`config.mk`:
```
export PLATFORM = sky130hd
export DESIGN_NAME = inst_prefetch_sram_like
export DESIGN_NICKNAME = d
export VERILOG_FILES = /design/src/rtl/inst_prefetch_sram_like.sv
export SDC_FILE = /design/constraint.sdc
export NUM_CORES = 1
export LEC_CHECK = 0
export BUFFER_PORTS_ARGS = -buffer_cell sky130_fd_sc_hd__buf_2
export CAP_MARGIN = 25
export CORE_UTILIZATION = 55
export DETAILED_ROUTE_END_ITERATION = 7
export PLACE_DENSITY = 0.88
export REMOVE_ABC_BUFFERS = 1
export SYNTH_ARGS = -nofsm -noshare
export SYNTH_HDL_FRONTEND = slang
export SYNTH_SLANG_ARGS = --single-unit
```
`constraint.sdc`:
```
create_clock -name clock -period 8.7 [get_ports clock]
set_clock_uncertainty 0.05 [all_clocks]
set_input_delay 0.87 -clock clock [delete_from_list [all_inputs] [get_ports clock]]
set_output_delay 0.87 -clock clock [all_outputs]
set_load 0.005 [all_outputs]
```
`src/rtl/inst_prefetch_sram_like.sv`:
```
// Sequential instruction prefetcher for an sram-like inst port: several reads in flight,
// a response FIFO toward IF, and flush handling that drops stale responses in order.
module inst_prefetch_sram_like #(
  parameter int unsigned FIFO_DEPTH      = 4,
  parameter int unsigned MAX_OUTSTANDING = 2,
  parameter int unsigned STALL_W         = 5,
  parameter logic [31:0] RESET_PC        = 32'hBFC00000
) (
  input  logic               clock,
  input  logic               reset,
  input  logic [STALL_W-1:0] stall_i,
  input  logic               flush_i,
  input  logic [31:0]        flush_addr_i,
  output logic [31:0]        cpu_data_o,
  output logic [31:0]        cpu_pc_o,
  output logic               cpu_valid_o,
  output logic               stallreq,
  output logic               inst_req,
  output logic               inst_wr,
  output logic [1:0]         inst_size,
  output logic [31:0]        inst_wdata,
  output logic [31:0]        inst_addr,
  output logic               inst_cache,
  input  logic [31:0]        inst_rdata,
  input  logic               inst_addr_ok,
  input  logic               inst_data_ok
);

  localparam int unsigned OW = $clog2(MAX_OUTSTANDING + 1);
  localparam int unsigned FW = $clog2(FIFO_DEPTH + 1);
  localparam int unsigned PW = $clog2(FIFO_DEPTH);

  logic [31:0]   fetch_pc_q, fetch_pc_d;
  logic [OW-1:0] out_q, out_d;
  logic [OW-1:0] stale_q, stale_d;
  logic [FW-1:0] cnt_q, cnt_d;
  logic          pend_q, pend_d;
  logic          pend_stale_q, pend_stale_d;
  logic [31:0]   addr_q, addr_d;
  logic          cache_q, cache_d;
  logic [PW-1:0] wptr_q, rptr_q;
  logic [63:0]   fifo_mem [FIFO_DEPTH];
  logic [31:0]   pcq [MAX_OUTSTANDING];

  logic addr_acc, resp, drop, push, pop, pend_hold, issue;
  int   out_n, stale_n, cnt_n, widx;

  assign cpu_valid_o = (cnt_q != '0) && !flush_i;
  assign stallreq    = !cpu_valid_o;
  assign cpu_data_o  = cpu_valid_o ? fifo_mem[rptr_q][31:0] : '0;
  assign cpu_pc_o    = cpu_valid_o ? fifo_mem[rptr_q][63:32] : '0;
  assign inst_req    = pend_q;
  assign inst_addr   = addr_q;
  assign inst_cache  = cache_q;
  assign inst_wr     = 1'b0;
  assign inst_size   = 2'b10;
  assign inst_wdata  = '0;

  always_comb begin
    addr_acc = pend_q && inst_addr_ok;
    resp     = inst_data_ok && (out_q != '0);
    drop     = resp && (stale_q != '0);
    push     = resp && !drop && !flush_i;
    pop      = cpu_valid_o && (stall_i == '0);
    widx     = int'(out_q) - int'(resp);
    out_n    = int'(out_q) + int'(addr_acc) - int'(resp);
    stale_n  = int'(stale_q) - int'(drop) + int'(addr_acc && pend_stale_q);
    cnt_n    = int'(cnt_q) + int'(push) - int'(pop);
    fetch_pc_d = fetch_pc_q;
    // A read requested before a flush must not advance the redirected PC.
    if (addr_acc && !pend_stale_q) fetch_pc_d = fetch_pc_q + 32'd4;
    if (flush_i) begin
      cnt_n      = 0;
      stale_n    = out_n;
      fetch_pc_d = flush_addr_i;
    end
    pend_hold = pend_q && !addr_acc;
    // Each live read reserves a FIFO slot so returning data can never overflow.
    issue = !pend_hold && (out_n < int'(MAX_OUTSTANDING)) &&
            (cnt_n + out_n - stale_n < int'(FIFO_DEPTH));
    pend_d       = pend_hold || issue;
    pend_stale_d = pend_hold && (pend_stale_q || flush_i);
    addr_d       = issue ? fetch_pc_d : addr_q;
    cache_d      = issue ? (fetch_pc_d[31:29] != 3'b101) : cache_q;
    out_d        = OW'(out_n);
    stale_d      = OW'(stale_n);
    cnt_d        = FW'(cnt_n);
  end

  always_ff @(posedge clock or negedge reset) begin
    if (!reset) begin
      fetch_pc_q   <= RESET_PC;
      out_q        <= '0;
      stale_q      <= '0;
      cnt_q        <= '0;
      pend_q       <= 1'b0;
      pend_stale_q <= 1'b0;
      addr_q       <= '0;
      cache_q      <= 1'b0;
      wptr_q       <= '0;
      rptr_q       <= '0;
    end else begin
      fetch_pc_q   <= fetch_pc_d;
      out_q        <= out_d;
      stale_q      <= stale_d;
      cnt_q        <= cnt_d;
      pend_q       <= pend_d;
      pend_stale_q <= pend_stale_d;
      addr_q       <= addr_d;
      cache_q      <= cache_d;
      if (flush_i) begin
        wptr_q <= '0;
        rptr_q <= '0;
      end else begin
        wptr_q <= wptr_q + PW'(push);
        rptr_q <= rptr_q + PW'(pop);
      end
    end
  end

  // Storage needs no reset: visibility is governed by the counters above.
  always_ff @(posedge clock) begin
    if (push) fifo_mem[wptr_q] <= {pcq[0], inst_rdata};
    for (int i = 0; i < int'(MAX_OUTSTANDING); i++) begin
      if (addr_acc && i == widx) pcq[i] <= addr_q;
      else if (resp && i < int'(MAX_OUTSTANDING) - 1)
        pcq[i] <= pcq[(i + 1) % int'(MAX_OUTSTANDING)];
    end
  end

  a_no_spurious_data_ok: assert property (@(posedge clock) disable iff (!reset)
    inst_data_ok |-> out_q != '0);

endmodule
```
Yosys cells after proc, flatten, opt, wreduce, memory -nomap -nowiden. Memories as Yosys holds them, arrays and structs flattened. Cells that the tools add are included.

Bitwise operators: 1. Equality and inequality tests: 2. $add $sub $neg: 12. Reductions and logical operators: 28. $lt $le $gt $ge: 2. Multiplexer cells: 18.

Operators with widths (count): 2-to-1 mux 32 bit (7); adder 32 x 3 -> 32 bit, second input constant (1); adder 32 x 4 -> 32 bit (1); zero test 32 bit (1); less-than comparator 32 x 4 -> 1 bit, second input constant (1); subtractor 32 bit (1); logical AND 1 bit (15); 2-to-1 mux 1 bit (9); zero test 1 bit (6); subtractor 2 x 1 -> 3 bit (2); zero test 5 bit (1); subtractor 4 x 1 -> 5 bit (1); adder 2 x 1 -> 2 bit (2); adder 3 x 1 -> 4 bit (1); adder 3 x 2 -> 4 bit (1); less-than comparator 4 x 3 -> 1 bit, second input constant (1); 2-to-1 mux 2 bit (2); nonzero test 2 bit (2); subtractor 3 x 1 -> 4 bit (1); adder 2 x 1 -> 3 bit (1); equality test 2 x 3 -> 1 bit, first input constant (1); inequality test 3 bit, second input constant (1); nonzero test 3 bit (1); logical OR 1 bit (2); OR 1 bit (1).

Input bits: 74. Memory bits (writable): 320. Word-level logic and storage cells: 75. Memories: 2. Output and inout port bits: 135. Flip-flop bits (word level): 78.

Memories: fifo_mem (words 4, width 64, rd ports 1, clocked after Yosys merged registers in 0, wr ports 1, RTL line 42) `logic [63:0] fifo_mem [FIFO_DEPTH];`; pcq (words 2, width 32, rd ports 2, clocked after Yosys merged registers in 0, wr ports 2, RTL line 43) `logic [31:0] pcq [MAX_OUTSTANDING];`.

Logic depth before layout (Yosys ltp). Gate-level depths: netlist of run 1.

Word-level depth: 14. Gate-level depth with buffers: 26. Mapped depth without buffers: 24.

Worst setup path before layout of run 1. No wires, ideal clock.

Path type: input-to-reg. Start point: in stall_i[1]. End point: reg addr_q[25] (netlist: inst_addr[25]). Library setup time: 0.125 ns. Buffers on the path: 2. Setup slack: 1.329 ns. Data required time: 8.525 ns. Stages: 23. Arrival: 7.196 ns. Path through: or4_1 -> nor3_1 -> xnor2_1 -> ha_1 -> inv_1 -> fa_1 -> nand3_1 -> fa_1 -> inv_1 -> ha_1 -> inv_1 -> o21bai_1 -> a21oi_1 -> fa_1 -> inv_1 -> fa_1 -> or4b_1 -> nor4_1 -> a41o_1 -> and3_1 -> buf_6 -> buf_2 -> mux2_2.

Word-level cells in the longest chain between the ends: 8.

Ends and longest elaborated chain: start: declaration (RTL line 11) `input logic [STALL_W-1:0] stall_i,`; zero test 5 bit (RTL line 64) `pop = cpu_valid_o && (stall_i == '0);`; logical AND 1 bit (RTL line 64); subtractor 4 x 1 -> 5 bit (RTL line 68) `cnt_n = int'(cnt_q) + int'(push) - int'(pop);`; 2-to-1 mux 32 bit (RTL line 72) `if (flush_i) begin`; adder 32 x 4 -> 32 bit (RTL line 80) `(cnt_n + out_n - stale_n < int'(FIFO_DEPTH));`; subtractor 32 bit (RTL line 80); less-than comparator 32 x 4 -> 1 bit (RTL line 80); logical AND 1 bit (RTL line 79) `issue = !pend_hold && (out_n < int'(MAX_OUTSTANDING)) &&`; end signal: assignment (RTL line 109) `addr_q <= addr_d;`; end: declaration (RTL line 39) `logic [31:0] addr_q, addr_d;`.

No other way between the ends. A chain may end at the register's enable or synchronous reset.

==> qor.yml, run 1 <==
sta:
  slew_violations: 0
  fmax_mhz: 136
  min_period_ns: 7.35
  finalSetupTns_ns: 0
  relSlewSlack: 0.310
  setup_viol: 0
  rsz0062_at_grt: "false"
  hold_viol_final: 0
  whs_ns: 0.113
  worstMarginPinSlew_ns: 1.03
  finalCritPeriodShare: 0.845
synthesis:
  synth.most_common_cell: "edfxtp_1"
  synth_area_leader_cell: "edfxtp_1"
  yosysWarnings: 0
  synth.avg_cell_area_um2: 16.8
  synth_commonest_cells: "320 x edfxtp_1, 69 x dfrtp_1, 67 x and2_1"
  netlist_instances: 1024
  synth_seq_area_share: 0.674
  synth_top_area_share: 0.560
  synth-seq-cells: 398
  synth_edf_count: 320
  synth-main-ff-cell: "edfxtp_1"
  ys_top_cells_by_area: "edfxtp_1 56%, dfrtp_1 10%, mux4_2 8.4%"
  synth-async-reset-ratio: 0.196
  syn_area_um2: 17200
  yosysUniqueCellTypes: 64
min_path:
  hold_path_class: "input pin to async pin"
cells_and_area:
  fin_area_um2: 19500
  final_nets: 1326
  fillerInstances: 2118
  area_growth_pct: 13.9
  final_util: 0.637
  layout-drive-gt1-share: 0.308
power:
  vdd_drop_max_mv: 0.428
  power.leakage_nw: 7.26
  power_density_nw_per_um2: 292
  total_power_mw: 5.71
grt:
  grt_pass1_wl_um: 52000
  grt_usage: 0.217
  overflow: 0
  grt_pass1_vias: 9572
  grt_antenna_before_repair: 3
  grt_max_degree: 79
detailed_routing:
  drc: 0
  totalWireLength_um: 34100
  routed_via_density: 5.79
  vias: 9468
  final_antenna_net_count: 0
  wl_per_cell_um: 20.9
  drt_iter0_drc: 675
  dr.pass1.iters: 5
setup_path:
  cp_top_family: "simple AND/OR/NAND/NOR gates"
  worst-path-buf-inv: 4
  cp.arrival_ns: 7.68
  cp_common_cell: "fa_1"
  crit_type: "input pin to flip-flop"
  slowest_delay_ns: 0.54
  start_kind: "input pin"
  path_max_fanout: 34
  cpMaxStageDelayCell: "or4_1"
  end_kind: "flip-flop"
  critPathRequiredTime_ns: 9.04
outcome:
  outcome: "completed"
floorplan:
  rows: 64
  start_util: 0.560
  core_area_um2: 30700
  die_h_um: 179
  dieWidth_um: 179
  ios: 209
  die-area_um2: 31900
clocking:
  cts_buffer_depth: 3
  cts_tree: "done"
  cts_resized: 0
  post-cts-setup-buffers: 0
  clockRootBuffer: "clkbuf_16"
  postCtsHoldBufs: 0
  numCtsBuffers: 39
  htreeDepth: 2
  clk_latency_ns: 0.52
  cts.clk_slew.worst_paths_ns: 0.06
  cts.sinks: 398
place:
  gp_congestion: 0.870
  dp_hpwl_um: 21800
  portBuffers: 173
  place_area_um2: 18300
flow_run:
  maxCapViolations: 0
-- placed cells by master, fill, tap and decap left out, drive strengths merged, types with 8 or more instances in the layout --
cell type,instances
buf,190
fa,20
nor2,29
a21oi,10
inv,36
nand4,15
dfrtp,69
a31oi,18
o311ai,9
conb,35
edfxtp,320
nand2,38
nand3,17
or4,13
dfstp,9
o21ai,16
mux4,64
and3,10
a21o,9
mux2,67
and2,69
ha,24
clkbuf,53
clkinv,11
xor2,8
o31ai,11
-- worst register-to-register path, stage by stage, from the launching register on --
cell	delay, ns
dfrtp_1	0.43
o21ai_0	0.35
inv_1	0.16
ha_1	0.31
inv_1	0.04
ha_1	0.18
a21boi_0	0.53
inv_1	0.15
fa_1	0.56
buf_4	0.27
inv_1	0.18
ha_1	0.38
inv_1	0.07
o21bai_1	0.47
a21oi_1	0.17
fa_1	0.37
inv_1	0.08
fa_1	0.41
or4b_1	0.52
nor4_1	0.31
a41o_1	0.23
and3_1	0.15
buf_4	0.41
mux2_1	0.41
-- routing by layer --
metal | vias to the layer above | GRT usage | wire (um)
li1 | 4228 | - | -
met1 | 4746 | 0.284 | 13600
met2 | 420 | 0.369 | 17100
met3 | 72 | 0.0375 | 2390
met4 | 2 | 0.0745 | 1020
met5 | - | 0 | 13
-- power by group --
part / switching [mW] / internal (mW) / total [mW]
combinational: 0.825 / 0.700 / 1.52
sequential: 0.190 / 2.42 / 2.61
clock: 0.654 / 0.917 / 1.57
-- kinds of logic (layout without fill, tap and decap cells) --
group | after synthesis | in the layout | synth area share
AOI/OAI and AO/OA | 86 | 86 | 0.0337
xor gates and xnor gates | 15 | 15 | 0.00765
adders and majority gates | 44 | 44 | 0.0408
buffers and inverters | 115 | 294 | 0.0360
DFF | 398 | 398 | 0.674
muxes | 132 | 132 | 0.129
other | 2 | 37 | 0.000438
and+or+nand+nor | 232 | 232 | 0.0786
-- registers in the layout (all words and copies together) (netlist names) --
| signal | flops |
|---|---|
| inst_addr | 32 |
| pend_stale_q | 1 |
| stale_q | 2 |
| fetch_pc_q | 32 |
| wptr_q | 2 |
| inst_cache | 1 |
| inst_req | 1 |
| fifo_mem | 256 |
| pcq | 64 |
| rptr_q | 2 |
| out_q | 2 |
| cnt_q | 3 |
-- area by class of cell --
cell class | count | area, um2 | share of cell area
multi-input combinational | 544 | 5120 | 0.262
antenna | 2 | 5.00 | 0.000256
clock buffer | 53 | 1030 | 0.0526
sequential | 398 | 11600 | 0.592
timing repair buffer | 190 | 1030 | 0.0526
tap | 396 | 495 | 0.0253
inverter | 35 | 131 | 0.00672
clock inverter | 16 | 154 | 0.00787
-- per-stage QoR --
stage	cells	worst slack, ns
5_1_grt	1634	0.801
6_report	1634	1.35
3_5_place_dp	1562	0.822
4_1_cts	1631	1.35
3_3_place_gp	1561	1.07
2_1_floorplan	977	0.600
-- final timing paths --
kind                               start            end  slack, ns  cells after the start
min in group clock         inst_addr[12]     pcq[0][44]       0.43                      0
setup / recovery              stall_i[1]  inst_addr[26]       1.35                     25
hold / removal                     reset  inst_addr[29]       0.11                      1
hold reg to reg            inst_addr[12]     pcq[0][44]       0.43                      0
max in group asynchronous          reset      rptr_q[0]       7.87                      2
setup reg to reg                out_q[1]  inst_addr[26]       1.40                     23
Note: power is estimated with default switching activity, not from simulation.
==> run 2: changes to the inputs <==
clock period = 7.4 ns   (was 8.7 ns; I/O delays follow)
==> qor.yml, run 2 (synthesis gave the netlist of run 1 again) <==
outcome:
  outcome: "completed"  # unchanged
place:
  dp_slack_ns: 0.182  # was 0.822 ns
  dpl.cell_count: 1564  # was 1562
  gp_congestion: 0.891  # was 0.870
  portBuffers: 173  # unchanged
  dp_hpwl_um: 21700  # was 21800 um
cells_and_area:
  final_nets: 1332  # was 1326
  layout-drive-gt1-share: 0.321  # was 0.308
  fillerInstances: 2134  # was 2118
  layoutNonFillerInstCount: 1641  # was 1634
  area_growth_pct: 15.1  # was 13.9%
  final_cell_mix: "320 x edfxtp_1, 172 x buf_2, 67 x and2_1, 67 x dfrtp_1, 64 x mux4_2"  # unchanged
  largest_register: "fifo_mem"  # unchanged
  ff_latch_area_um2: 11600  # unchanged
  multi_input_comb_area_um2: 5120  # unchanged
  largest_register_ffs: 256  # unchanged
  layout_commonest_cell: "edfxtp_1"  # unchanged
  largestRegisters: "fifo_mem x256, pcq x64"  # unchanged
detailed_routing:
  wl_per_cell_um: 20.9  # about the same
  drc: 0  # unchanged
  dr.pass1.iters: 5  # unchanged
  drt_iter0_drc: 708  # was 675
  final_antenna_net_count: 0  # unchanged
  vias: 9449  # was 9468
  routed_via_density: 5.76  # was 5.79
  totalWireLength_um: 34300  # was 34100 um
clocking:
  htreeDepth: 2  # unchanged
  cts_buffer_depth: 3  # unchanged
  clockRootBuffer: "clkbuf_16"  # unchanged
  cts.clk_slew.worst_paths_ns: 0.06  # about the same
  clk_latency_ns: 0.51  # was 0.52 ns
  cts_tree: "done"  # unchanged
  cts.sinks: 398  # unchanged
  post-cts-setup-buffers: 0  # unchanged
  numCtsBuffers: 40  # was 39
grt:
  grt_pass1_vias: 9632  # was 9572
  overflow: 0  # unchanged
  grt_max_degree: 79  # unchanged
  grt_usage: 0.220  # was 0.217
  grt_pass1_wl_um: 52700  # was 52000 um
  grt_antenna_before_repair: 2  # was 3
sta:
  slew_violations: 0  # unchanged
  min_period_ns: 6.74
  worstMarginPinSlew_ns: 1.00  # was 1.03 ns
  setup_viol: 0  # unchanged
  finalCritPeriodShare: 0.911
  fin_ws_ns: 0.657  # was 1.35 ns
  relSlewSlack: 0.334  # was 0.310
  fmax_mhz: 148
  rsz0062_at_grt: "false"  # unchanged
  hold_viol_final: 0  # unchanged
setup_path:
  cp.arrival_ns: 7.09  # was 7.68 ns
  path_max_fanout: 34  # unchanged
  slowest_delay_ns: 0.52  # was 0.54 ns
  crit_type: "flip-flop to flip-flop"  # was input pin to flip-flop
  cpMaxStageDelayCell: "or4b_1"  # was or4_1
  critPathRequiredTime_ns: 7.75  # was 9.04 ns
  start_kind: "flip-flop"  # was input pin
  end_kind: "flip-flop"  # unchanged
floorplan:
  start_util: 0.560  # unchanged
  dieWidth_um: 179  # unchanged
  rows: 64  # unchanged
  die-area_um2: 31900  # unchanged
  die_h_um: 179  # unchanged
  core_area_um2: 30700  # unchanged
  ios: 209  # unchanged
flow_run:
  maxCapViolations: 0  # unchanged
min_path:
  hold_path_class: "input pin to flip-flop"  # was input pin to async pin
power:
  vdd_drop_max_mv: 0.438  # was 0.428 mV
  power_density_nw_per_um2: 347  # was 292 nW/um2
  total_power_mw: 6.86  # was 5.71 mW
  power.leakage_nw: 7.37  # was 7.26 nW
[run 2: cell types whose count changed in the layout (fill, tap and decap cells not counted)]
cell           delta
diode_2           -1
buf_12            +1
bufinv_16         +1
buf_16            +2
dlygate4sd3_1     +1
inv_6             -1
clkbuf_1          -6
clkinv_1          -5
clkinv_2          +8
clkbuf_8          +2
buf_4             +1
clkbuf_16         +2
clkinv_4          +2
[run 2: critical path, delay by kind of cell (launching register included)]
family,cells,cell delay (ns)
AO/OA/AOI/OAI,6,1.11
AND/OR/NAND/NOR,5,1.34
adder cells (fa/ha/maj),7,2.43
flip-flops,1,0.43
buffers and inverters,5,0.57
XOR/XNOR,1,0.30
multiplexers,1,0.37
[run 2: area by class of cell]
| cell class | count | area share |
|---|---|---|
| sequential | 398 | 0.586 |
| timing repair buffer | 195 | 0.0568 |
| multi-input combinational | 544 | 0.259 |
| clock inverter | 21 | 0.0108 |
| inverter | 35 | 0.00665 |
| tap | 396 | 0.0251 |
| clock buffer | 51 | 0.0549 |
| antenna | 1 | 0.000127 |
[run 2: final timing paths]
check / slack [ns] / startpoint / endpoint / cells past startpoint
setup reg to reg: 0.66 / out_q[1] / inst_addr[20] / 25
max in group asynchronous: 6.17 / reset / fetch_pc_q[22] / 3
hold reg to reg: 0.44 / inst_addr[11] / pcq[0][43] / 0
hold / removal: 0.39 / inst_rdata[27] / fifo_mem[1][27] / 1
setup / recovery: 0.66 / out_q[1] / inst_addr[20] / 25
min in group asynchronous: 0.52 / reset / inst_addr[25] / 2
[run 2: per-stage QoR]
stage / utilization / hold WS, ns / cell area, um2 / setup TNS [ns]
global placement: 0.598 / 0.416 / 18300 / 0
finish: 0.644 / 0.388 / 19800 / 0
floorplan: - / 0.394 / 16800 / -18.06
detailed placement: 0.599 / 0.426 / 18400 / 0
global route: 0.644 / 0.378 / 19800 / 0
CTS: 0.641 / 0.368 / 19700 / 0
[run 2: timing repair]
| item | 4_1_cts | 5_1_grt |
|---|---|---|
| endpoints found under the setup margin | 0 | 0 |
| endpoints found under the hold margin | 0 | 4 |
| gates resized for setup | 0 | 0 |
| hold buffers | 0 | 1 |
[run 2: power breakdown]
part           internal [mW]  switching, mW  leakage (nW)  total [mW]
logic                  0.854          0.972          2.90        1.83
clock network           1.18          0.796         0.646        1.97
registers               2.84          0.217          3.82        3.06
total                   4.88           1.98          7.37        6.86
[run 2: layer usage]
metal	share of wire	vias up	track usage
li1	-	4252	-
met1	0.40	4780	0.285
met2	0.51	350	0.369
met3	0.063	65	0.0435
met4	0.025	2	0.0809
met5	0.00029	-	0
==> run 3: changes to the inputs <==
MAX_ROUTING_LAYER = met4   (was unset)
SLEW_MARGIN = 20   (was unset)
==> qor.yml, run 3 (synthesis gave the netlist of run 1 again) <==
outcome:
  outcome: "completed"  # unchanged
cells_and_area:
  final_nets: 1331  # was 1332
  largest_register: "fifo_mem"  # unchanged
  final_cell_mix: "320 x edfxtp_1, 172 x buf_2, 67 x and2_1, 67 x dfrtp_1, 64 x mux4_2"  # unchanged
  largestRegisters: "fifo_mem x256, pcq x64"  # unchanged
  largest_register_ffs: 256  # unchanged
  fin_area_um2: 19700  # was 19800 um2
  fillerInstances: 2129  # was 2134
  layoutNonFillerInstCount: 1641  # unchanged
  layout-drive-gt1-share: 0.321  # about the same
  multi_input_comb_area_um2: 5120  # unchanged
  layout_commonest_cell: "edfxtp_1"  # unchanged
  ff_latch_area_um2: 11600  # unchanged
  area_growth_pct: 15.0  # was 15.1%
floorplan:
  dieWidth_um: 179  # unchanged
  start_util: 0.560  # unchanged
  core_area_um2: 30700  # unchanged
  die_h_um: 179  # unchanged
  ios: 209  # unchanged
  die-area_um2: 31900  # unchanged
  rows: 64  # unchanged
grt:
  overflow: 0  # unchanged
  grt_antenna_before_repair: 2  # unchanged
  grt_max_degree: 79  # unchanged
  grt_usage: 0.226  # was 0.220
  grt_pass1_vias: 9633  # was 9632
  grt_pass1_wl_um: 52600  # was 52700 um
setup_path:
  r2r_cells: 25  # unchanged
  worstReg2RegStart: "out_q[1]"  # unchanged
  slowest_delay_ns: 0.52  # about the same
  path_max_fanout: 34  # unchanged
  cp_top_family: "adder cells"  # unchanged
  worst-path-buf-inv: 5  # unchanged
  cpMaxStageDelayCell: "or4b_1"  # unchanged
  cp.arrival_ns: 7.08  # was 7.09 ns
  crit_type: "flip-flop to flip-flop"  # unchanged
  worstReg2RegEnd: "inst_addr[18]"  # was inst_addr[20]
  end_kind: "flip-flop"  # unchanged
  critPathRequiredTime_ns: 7.75  # about the same
  r2r_slack_ns: 0.67  # was 0.66 ns
  start_kind: "flip-flop"  # unchanged
power:
  power.leakage_nw: 7.36  # was 7.37 nW
  vdd_drop_max_mv: 0.441  # was 0.438 mV
  power_density_nw_per_um2: 348  # was 347 nW/um2
clocking:
  cts_tree: "done"  # unchanged
  clockRootBuffer: "clkbuf_16"  # unchanged
  numCtsBuffers: 40  # unchanged
  clk_latency_ns: 0.52  # was 0.51 ns
  cts.sinks: 398  # unchanged
  htreeDepth: 2  # unchanged
  post-cts-setup-buffers: 0  # unchanged
  postCtsHoldBufs: 0  # unchanged
  cts_resized: 0  # unchanged
  cts_buffer_depth: 3  # unchanged
  cts.clk_slew.worst_paths_ns: 0.06  # about the same
sta:
  relSlewSlack: 0.315  # was 0.334
  slew_violations: 0  # unchanged
  finalCritPeriodShare: 0.910  # was 0.911
  fin_ws_ns: 0.669  # was 0.657 ns
  fmax_mhz: 149  # was 148 MHz
  worstMarginPinSlew_ns: 1.03  # was 1.00 ns
  hold_viol_final: 0  # unchanged
  setup_viol: 0  # unchanged
  rsz0062_at_grt: "false"  # unchanged
  whs_ns: 0.127  # was 0.388 ns
  min_period_ns: 6.73  # was 6.74 ns
detailed_routing:
  drc: 0  # unchanged
  vias: 9459  # was 9449
  final_antenna_net_count: 0  # unchanged
  totalWireLength_um: 34400  # was 34300 um
  routed_via_density: 5.76  # about the same
  wl_per_cell_um: 20.9  # about the same
  dr.pass1.iters: 5  # unchanged
  drt_iter0_drc: 695  # was 708
place:
  dp_hpwl_um: 21700  # unchanged
  place_area_um2: 18400  # unchanged
  dp_slack_ns: 0.182  # unchanged
  dpl.cell_count: 1564  # unchanged
  gp_congestion: 0.906  # was 0.891
  portBuffers: 173  # unchanged
flow_run:
  maxCapViolations: 0  # unchanged
min_path:
  hold_path_class: "input pin to async pin"  # was input pin to flip-flop
## run 3: cell types whose count changed in the layout (fill, tap and decap cells not counted)
cell	change
buf_12	+2
diode_2	+1
buf_16	-2
dlygate4sd3_1	-1
## run 3: layout make-up
type                            count  share of cell area
Sequential cell                   398               0.587
Tap cell                          396              0.0251
Clock buffer                       51              0.0549
Clock inverter                     21              0.0108
Multi-Input combinational cell    544               0.260
Timing Repair Buffer              194              0.0556
Inverter                           35             0.00666
Antenna cell                        2            0.000254
## run 3: report_power, final
group / leakage, nW / internal, mW / switching [mW]
clock: 0.646 / 1.18 / 0.799
combinational: 2.89 / 0.855 / 0.979
sequential: 3.82 / 2.84 / 0.216
total: 7.36 / 4.88 / 1.99
## run 3: how the worst max path moves through the flow
| stage | from | endpoint | slack (ns) | cells past startpoint |
|---|---|---|---|---|
| floorplan | flush_i | inst_addr[16] | -0.57 | 21 |
| global placement | stall_i[1] | inst_addr[18] | 0.38 | 25 |
| detailed placement | stall_i[1] | inst_addr[18] | 0.18 | 25 |
| CTS | stall_i[1] | inst_addr[20] | 0.68 | 25 |
| global route | stall_i[1] | inst_addr[17] | 0.20 | 25 |
| finish | out_q[1] | inst_addr[18] | 0.67 | 25 |
## run 3: through the flow
stage	util	setup TNS, ns	power (mW)
floorplan	-	-18.06	4.29
global placement	0.598	0	4.81
detailed placement	0.599	0	4.94
CTS	0.641	0	6.92
global route	0.643	0	7.25
finish	0.643	0	6.87
## run 3: per-layer routing
| layer | up-vias | track usage | share of wire |
|---|---|---|---|
| met2 | 377 | 0.369 | 0.50 |
| met5 | - | - | 0 |
| met4 | 0 | 0.0805 | 0.029 |
| li1 | 4247 | - | - |
| met3 | 76 | 0.0424 | 0.067 |
| met1 | 4759 | 0.286 | 0.40 |
